--- src/rtl/shift_arbiter_pkg.sv ---
// Shared constants and types for the shift arbiter: op encodings, FSM states, default widths.
package shift_arbiter_pkg;

    localparam int WIDTH_DEF = 32;
    localparam int SHW_DEF   = 5;

    localparam logic OP_SLL = 1'b0;
    localparam logic OP_SRA = 1'b1;

    typedef enum logic [1:0] {
        ST_IDLE  = 2'd0,
        ST_ISSUE = 2'd1,
        ST_RESP  = 2'd2
    } state_e;

    // Maps the recorded owner index onto the pair of response-valid bits.
    function automatic logic [1:0] owner_onehot(input logic owner);
        return owner ? 2'b10 : 2'b01;
    endfunction

endpackage

--- src/rtl/shift_arbiter_rr_arb2.sv ---
// Two-input round-robin arbiter; the pointer picks the winner only when both request.
module rr_arb2
    import shift_arbiter_pkg::*;
(
    input  logic       clock,
    input  logic       reset,
    input  logic [1:0] req,
    input  logic       advance,
    output logic [1:0] gnt
);

    logic ptr_r;

    // One-hot grant: lone requester wins outright, contention resolved by pointer.
    always_comb begin
        gnt = 2'b00;
        case (req)
            2'b01:   gnt = 2'b01;
            2'b10:   gnt = 2'b10;
            2'b11:   gnt = ptr_r ? 2'b10 : 2'b01;
            default: gnt = 2'b00;
        endcase
    end

    // Pointer flips on every accepted request, so contention alternates.
    always_ff @(posedge clock or negedge reset) begin
        if (!reset) begin
            ptr_r <= 1'b0;
        end else if (advance) begin
            ptr_r <= ~ptr_r;
        end else begin
            ptr_r <= ptr_r;
        end
    end

endmodule

--- src/rtl/shift_arbiter.sv ---
// Shares one external barrel shifter between the ALU (requester 0) and multdiv (requester 1).
module shift_arbiter
    import shift_arbiter_pkg::*;
#(
    parameter int WIDTH = WIDTH_DEF,
    parameter int SHW   = SHW_DEF
) (
    input  logic             clock,
    input  logic             reset,
    input  logic             r0_valid,
    output logic             r0_ready,
    input  logic             r0_op,
    input  logic [SHW-1:0]   r0_shamt,
    input  logic [WIDTH-1:0] r0_data,
    input  logic             r1_valid,
    output logic             r1_ready,
    input  logic             r1_op,
    input  logic [SHW-1:0]   r1_shamt,
    input  logic [WIDTH-1:0] r1_data,
    output logic [WIDTH-1:0] sh_data,
    output logic [SHW-1:0]   sh_shamt,
    output logic             sh_op,
    input  logic [WIDTH-1:0] sh_result,
    output logic [WIDTH-1:0] rsp_data,
    output logic             rsp0_valid,
    input  logic             rsp0_ready,
    output logic             rsp1_valid,
    input  logic             rsp1_ready,
    output logic             busy
);

    state_e           state_r;
    logic             owner_r;
    logic [WIDTH-1:0] sh_data_r;
    logic [SHW-1:0]   sh_shamt_r;
    logic             sh_op_r;
    logic [WIDTH-1:0] rsp_data_r;
    logic [1:0]       rsp_valid_r;
    logic             busy_r;

    logic [1:0]       gnt_s;
    logic             idle_s;
    logic             accept_s;
    logic             rsp_ready_s;

    assign idle_s   = (state_r == ST_IDLE);
    assign accept_s = idle_s && (gnt_s != 2'b00);

    rr_arb2 u_arb (
        .clock   (clock),
        .reset   (reset),
        .req     ({r1_valid, r0_valid}),
        .advance (accept_s),
        .gnt     (gnt_s)
    );

    // Ready is only offered while idle, so nothing is accepted mid-transaction.
    assign r0_ready    = idle_s && gnt_s[0];
    assign r1_ready    = idle_s && gnt_s[1];
    assign rsp_ready_s = owner_r ? rsp1_ready : rsp0_ready;

    // Transaction FSM: latch request, give the shifter one cycle, then hold the result until consumed.
    always_ff @(posedge clock or negedge reset) begin
        if (!reset) begin
            state_r     <= ST_IDLE;
            owner_r     <= 1'b0;
            sh_data_r   <= {WIDTH{1'b0}};
            sh_shamt_r  <= {SHW{1'b0}};
            sh_op_r     <= OP_SLL;
            rsp_data_r  <= {WIDTH{1'b0}};
            rsp_valid_r <= 2'b00;
            busy_r      <= 1'b0;
        end else begin
            case (state_r)
                ST_IDLE: begin
                    if (accept_s) begin
                        owner_r    <= gnt_s[1];
                        sh_op_r    <= gnt_s[1] ? r1_op    : r0_op;
                        sh_shamt_r <= gnt_s[1] ? r1_shamt : r0_shamt;
                        sh_data_r  <= gnt_s[1] ? r1_data  : r0_data;
                        busy_r     <= 1'b1;
                        state_r    <= ST_ISSUE;
                    end else begin
                        state_r    <= ST_IDLE;
                    end
                end
                ST_ISSUE: begin
                    rsp_data_r  <= sh_result;
                    rsp_valid_r <= owner_onehot(owner_r);
                    state_r     <= ST_RESP;
                end
                ST_RESP: begin
                    if (rsp_ready_s) begin
                        rsp_valid_r <= 2'b00;
                        busy_r      <= 1'b0;
                        state_r     <= ST_IDLE;
                    end else begin
                        state_r     <= ST_RESP;
                    end
                end
                default: begin
                    rsp_valid_r <= 2'b00;
                    busy_r      <= 1'b0;
                    state_r     <= ST_IDLE;
                end
            endcase
        end
    end

    assign sh_data    = sh_data_r;
    assign sh_shamt   = sh_shamt_r;
    assign sh_op      = sh_op_r;
    assign rsp_data   = rsp_data_r;
    assign rsp0_valid = rsp_valid_r[0];
    assign rsp1_valid = rsp_valid_r[1];
    assign busy       = busy_r;

endmodule

--- config.mk ---
export PLATFORM = sky130hd
export DESIGN_NAME = shift_arbiter
export DESIGN_NICKNAME = d
export VERILOG_FILES = /design/src/rtl/shift_arbiter_pkg.sv /design/src/rtl/shift_arbiter_rr_arb2.sv /design/src/rtl/shift_arbiter.sv
export SDC_FILE = /design/constraint.sdc
export NUM_CORES = 1
export LEC_CHECK = 0
export ABC_AREA = 1
export BUFFER_PORTS_ARGS = -buffer_cell sky130_fd_sc_hd__buf_2
export CORE_ASPECT_RATIO = 0.5
export CORE_MARGIN = 1
export CORE_UTILIZATION = 30
export CTS_CLUSTER_DIAMETER = 120
export DETAILED_ROUTE_END_ITERATION = 10
export MAX_ROUTING_LAYER = met4
export SLEW_MARGIN = 20
export SYNTH_ARGS = -nofsm -noshare
export SYNTH_HDL_FRONTEND = slang
export SYNTH_SLANG_ARGS = --single-unit
--- constraint.sdc ---
create_clock -name clock -period 2.4 [get_ports clock]
set_input_delay 0.72 -clock clock [delete_from_list [all_inputs] [get_ports clock]]
set_output_delay 0.72 -clock clock [all_outputs]
set_load 0.05 [all_outputs]
==> reports/metrics.cfg, run 1 <==
[run_status]
status = complete, no violations

[drt]
wl_per_cell_um = 12.3
drtPass1Iterations = 5
wl_um = 9890
num_vias = 3461
drc = 0
drtIter0Drc = 221
ant_nets = 0
avgViaCountPerCell = 4.29

[sta]
period_needed_ns = 2.10
min_period_over_period_pct = 87.5
setup_viol = 0
grt_setup_unrepaired = false
clock.fmax_mhz = 476
drv_slew = 0
hold_violations = 0
slew_headroom_pct = 62.4
tightestPinTransition_ns = 0.563
worst_slack_ns = 0.299
hold_ws_ns = 0.376
fin_skew_ns = 0.00307
fin_tns_setup_ns = 0

[critical_path]
r2r_slack_ns = 0.74
r2r_cells = 9
endpoint = r1_ready
crit_path_max_incr_delay_ns = 0.42
start_kind = flip-flop
cp.required_ns = 1.68
crit_arrival_ns = 1.38
cp-end-kind = primary output
path_max_fanout = 4
r2r_start = u_arb.ptr_r
cp_cell_sequence = nor2_2 -> nand3_1 -> inv_1 -> buf_2
cp_slowest_cell = dfrtp_1
startpoint = state_r[0]
reg2reg_to = sh_data[28]
path_class = flip-flop to primary output

[power]
switchingPower_mw = 4.28
swShare_pct = 52.5
power_density_nw_per_um2 = 1660
p_seq_share_pct = 27.6
ir_worst_vdd_v = 0.000498
intPower_mw = 3.88
p_leak_nw = 2.98
combPwrFrac_pct = 54.4
p_clk_share_pct = 18.0

[cells_and_area]
area_growth_pct = 40.0
insertedDiodeCount = 0
fill_cells = 1150
layout-drive-gt1-share_pct = 33.8
layout.nets = 756

[yosys]
yosys.area.top_type = dfrtp_1
yosysMostFrequentCell = nand2_1
synth_area_um2 = 3510
synth.avg_cell_area_um2 = 7.59
ys_seq_area_share_pct = 55.0
ys_warn_count = 0
netlist.area_leader.share_pct = 55.0
synth_ff_type = dfrtp_1
synth_common_cells = 302 x nand2_1, 77 x dfrtp_1, 40 x nand3_1
synth_edf_count = 0
yosys_register_bits = 77
synth.area.top_cells = dfrtp_1 55%, nand2_1 32%, nand3_1 5.7%, buf_2 1.7%, buf_6 1.3%
syn-num-nets = 576
synthCells = 462
synthArstFlopShare_pct = 100
synth_cell_types = 18

[cts]
clock-sinks = 77
cts_setup_buffers = 0
cts_buffers = 9
clk_path_buf_depth = 2
cts_max_level = 3
ctsResizeCount = 0
cts_tree = yes
cts-root-buf = clkbuf_16
path_clk_slew_ns = 0.06
clock_latency_ns = 0.33
hold_buffers = 0

[placed_design]
place.gp.congestion = 0.719
place_ws_ns = 0.262
dp_hpwl_um = 7130
io_buffers = 188

[global_routing]
grt-ovfl-total = 0
grt_pass1_vias = 3349
antenna_found_initial = 0
grt_max_degree = 42
grt_pass1_wl_um = 16100
track_usage_pct = 17.3

[worst_hold_path]
hold_class = primary input to asynchronous set/reset pin

[floorplanning]
initial_utilization_pct = 31.4
die_h_um = 78.4
core_um2 = 11200
io_pins = 189
rows = 27
die_area_um2 = 12100
die_x_um = 155

[run]
maxCapViolations = 0

-- worst max-delay path: cells and delay by family, from the launching register on --
| family | cells | cell delay (ns) |
|---|---|---|
| DFF | 1 | 0.42 |
| and+or+nand+nor | 2 | 0.30 |
| buffers and inverters | 2 | 0.33 |
-- power groups by stage --
stage                     combinational, mW  sequential (mW)  clock (mW)
after floorplan                        1.34             4.31           0
after CTS                              4.50             2.25        1.51
after global placement                 4.44             2.26           0
after global routing                   4.79             2.33        1.57
after detailed placement               4.49             2.26           0
final                                  4.43             2.25        1.47
-- metrics by stage --
stage / area, µm² / util, % / power (mW) / std cells
4_1_cts: 4910 / 43.9 / 8.26 / 806
3_3_place_gp: 4580 / 41.0 / 6.70 / 790
5_1_grt: 4910 / 43.9 / 8.69 / 806
6_report: 4910 / 43.9 / 8.16 / 806
2_1_floorplan: 3510 / - / 5.65 / 462
3_5_place_dp: 4580 / 41.0 / 6.75 / 790
-- registers in the layout, indices dropped and copies added (netlist names) --
| name | count |
|---|---|
| sh_data | 32 |
| rsp_valid_r | 2 |
| sh_shamt | 5 |
| u_arb.ptr_r | 1 |
| state_r | 2 |
| sh_op | 1 |
| rsp_data | 32 |
| owner_r | 1 |
| busy | 1 |
-- final cells by class --
class / count / area [µm²] / share of cell area (%)
Clock inverter: 4 / 70.1 / 1.43
Sequential cell: 77 / 1930 / 39.2
Inverter: 7 / 26.3 / 0.535
Clock buffer: 12 / 256 / 5.22
Multi-Input combinational cell: 351 / 1400 / 28.6
Timing Repair Buffer: 196 / 1030 / 20.9
Tap cell: 159 / 199 / 4.05
-- worst min-delay path by stage --
stage,end,cells past startpoint,start,slack [ns]
floorplan,busy,0,reset,0.42
global placement,rsp_valid_r[0],2,rsp_valid_r[0],0.45
detailed placement,busy,2,busy,0.46
CTS,sh_data[14],1,reset,0.39
global route,sh_data[5],1,reset,0.41
finish,sh_data[14],1,reset,0.38
-- cell families (layout without fill, tap and decap cells) --
family / Yosys count / in the layout / synth area share, %
XOR/XNOR: 1 / 1 / 0.250
buffers and inverters: 34 / 219 / 5.14
AO/OA/AOI/OAI: 3 / 3 / 0.499
AND/OR/NAND/NOR: 347 / 347 / 39.2
flip-flops: 77 / 77 / 55.0
-- layout by cell type (no fill, tap or decap), types with 2 or more instances in the layout --
master     Yosys  final
buf_12         0      2
buf_2         12    187
buf_4          2      7
bufinv_16      0      2
clkbuf_16      0      9
clkbuf_8       0      2
clkinv_2       0      2
dfrtp_1       77     77
inv_1          4      4
inv_2          3      3
nand2_1      302    302
nand3_1       40     40
nor2_4         2      2
-- layer usage --
metal,part of all wire (%),global-route usage (%),vias up
met3,3.6,4.09,8
li1,-,-,1767
met1,46,21.0,1616
met2,49,29.3,70
met5,0,-,-
met4,0.93,4.06,0
Power figures use the tool's default switching activity.
==> run 2, diff against run 1 <==
--- a/config.mk
+++ b/config.mk
@@ -13,4 +13,5 @@
 export CTS_CLUSTER_DIAMETER = 120
 export DETAILED_ROUTE_END_ITERATION = 10
+export GPL_ROUTABILITY_DRIVEN = 0
 export MAX_ROUTING_LAYER = met4
 export SLEW_MARGIN = 20
==> constraint.sdc (replaced) <==
create_clock -name clock -period 2.4 [get_ports clock]
set_input_delay 0.72 -clock clock [delete_from_list [all_inputs] [get_ports clock]]
set_output_delay 0.72 -clock clock [all_outputs]
set_load 0.005 [all_outputs]
==> reports/metrics.cfg, run 2 (same netlist as run 1, synthesis figures left out) <==
[cells_and_area]
layout.nets = 758  ; was 756
layout-drive-gt1-share_pct = 34.1  ; was 33.8%
final_common_cell = nand2_1  ; unchanged
area_growth_pct = 39.6  ; was 40.0%
fin_cells = 808  ; was 806
insertedDiodeCount = 0  ; unchanged
final_cell_mix = 302 x nand2_1, 187 x buf_2, 77 x dfrtp_1  ; unchanged

[floorplanning]
die_h_um = 78.4  ; unchanged
die_x_um = 155  ; unchanged
core_um2 = 11200  ; unchanged
initial_utilization_pct = 31.4  ; unchanged
io_pins = 189  ; unchanged
rows = 27  ; unchanged
die_area_um2 = 12100  ; unchanged

[drt]
wl_per_cell_um = 12.3  ; about the same
wl_met1_um = 4380  ; was 4590 µm
wl_met2_um = 4900  ; was 4850 µm
wl_met3_um = 439  ; was 354 µm
wl_um = 9940  ; was 9890 µm
avgViaCountPerCell = 4.28  ; was 4.29
drc = 0  ; unchanged
drtIter0Drc = 217  ; was 221
num_vias = 3459  ; was 3461
ant_nets = 0  ; unchanged
top_layer_used = met4  ; unchanged
drtPass1Iterations = 4  ; was 5

[run]
maxCapViolations = 0  ; unchanged

[critical_path]
cp_cell_sequence = nor2_2 -> nand2_1 -> a21oi_1 -> buf_2  ; was nor2_2 -> nand3_1 -> inv_1 -> buf_2
crit_path_max_incr_delay_ns = 0.42  ; about the same
path_class = flip-flop to primary output  ; unchanged
path_max_fanout = 4  ; unchanged
crit_arrival_ns = 1.20  ; was 1.38 ns
cp-end-kind = primary output  ; unchanged
start_kind = flip-flop  ; unchanged
cp_slowest_cell = dfrtp_1  ; unchanged
crit_buf_inv = 1  ; was 2
crit_family = flip-flops  ; unchanged
cp.required_ns = 1.68  ; about the same

[global_routing]
grt_pass1_wl_um = 16200  ; was 16100 µm
track_usage_pct = 17.5  ; was 17.3%
grt-ovfl-total = 0  ; unchanged
grt_pass1_vias = 3331  ; was 3349
grt_max_degree = 40  ; was 42
antenna_found_initial = 0  ; unchanged

[sta]
tightestPinTransition_ns = 0.675  ; was 0.563 ns
clock.fmax_mhz = 521  ; was 476 MHz
fin_skew_ns = 0.00355  ; was 0.00307 ns
hold_ws_ns = 0.321  ; was 0.376 ns
grt_setup_unrepaired = false  ; unchanged
period_needed_ns = 1.92  ; was 2.10 ns
min_period_over_period_pct = 79.9  ; was 87.5%
slew_headroom_pct = 54.9  ; was 62.4%
hold_violations = 0  ; unchanged
drv_slew = 0  ; unchanged
fin_tns_setup_ns = 0  ; unchanged
setup_viol = 0  ; unchanged

[run_status]
status = complete, no violations  ; unchanged

[cts]
cts_setup_buffers = 0  ; unchanged
hold_buffers = 0  ; unchanged
cts_tree = yes  ; unchanged
cts-root-buf = clkbuf_16  ; unchanged
ctsResizeCount = 0  ; unchanged
cts_max_level = 3  ; unchanged
clock_latency_ns = 0.33  ; about the same
clk_path_buf_depth = 2  ; unchanged
cts_buffers = 9  ; unchanged
clock-sinks = 77  ; unchanged
path_clk_slew_ns = 0.06  ; about the same

[placed_design]
io_buffers = 188  ; unchanged
dp_cells = 792  ; was 790
dp_hpwl_um = 7090  ; was 7130 µm

[power]
intPower_mw = 3.74  ; was 3.88 mW
switchingPower_mw = 2.25  ; was 4.28 mW
p_clk_share_pct = 23.4  ; was 18.0%
ir_worst_vdd_v = 0.000446  ; was 0.000498 V
power_density_nw_per_um2 = 1220  ; was 1660 nW/µm²
swShare_pct = 37.6  ; was 52.5%
p_seq_share_pct = 37.7  ; was 27.6%
combPwrFrac_pct = 38.9  ; was 54.4%
p_leak_nw = 2.97  ; was 2.98 nW

[worst_hold_path]
hold_class = primary input to asynchronous set/reset pin  ; unchanged

run 2: worst paths after layout:
kind / slack, ns / from / to / cells past startpoint
setup / recovery: 0.48 / state_r[0] / r0_ready / 4
hold / removal: 0.32 / reset / sh_data[13] / 1
setup reg to reg: 0.81 / u_arb.ptr_r / sh_data[2] / 9
hold reg to reg: 0.47 / rsp_data[11] / rsp_data[11] / 2
max in group asynchronous: 1.48 / reset / sh_data[26] / 2
min in group clock: 0.47 / rsp_data[11] / rsp_data[11] / 2
run 2: final cells by class:
cell class / instances / area [µm²]
fill: 1179 / 6290
sequential: 77 / 1930
multi-input combinational: 351 / 1400
timing repair buffer: 198 / 1030
clock buffer: 11 / 253
tap: 159 / 199
clock inverter: 5 / 58.8
inverter: 7 / 26.3
run 2: per-stage QoR:
step	cell area (µm²)	utilization, %	setup slack, ns	power, mW
after floorplan	3510	-	0.348	3.62
after global placement	4580	41.0	0.401	4.60
after detailed placement	4580	41.0	0.364	4.65
after CTS	4890	43.8	0.457	6.09
after global routing	4890	43.8	0.377	6.49
final	4890	43.8	0.482	5.99
run 2: power groups by stage:
stage	registers, mW	clock network (mW)	logic (mW)
finish	2.26	1.40	2.33
global route	2.33	1.50	2.66
CTS	2.26	1.44	2.39
detailed placement	2.25	0	2.40
global placement	2.25	0	2.35
floorplan	2.32	0	1.30
run 2: routing by layer:
| layer | vias to the layer above | GRT usage [%] |
|---|---|---|
| li1 | 1769 | - |
| met5 | - | - |
| met4 | 0 | 7.03 |
| met3 | 18 | 4.25 |
| met2 | 90 | 29.2 |
| met1 | 1582 | 20.5 |
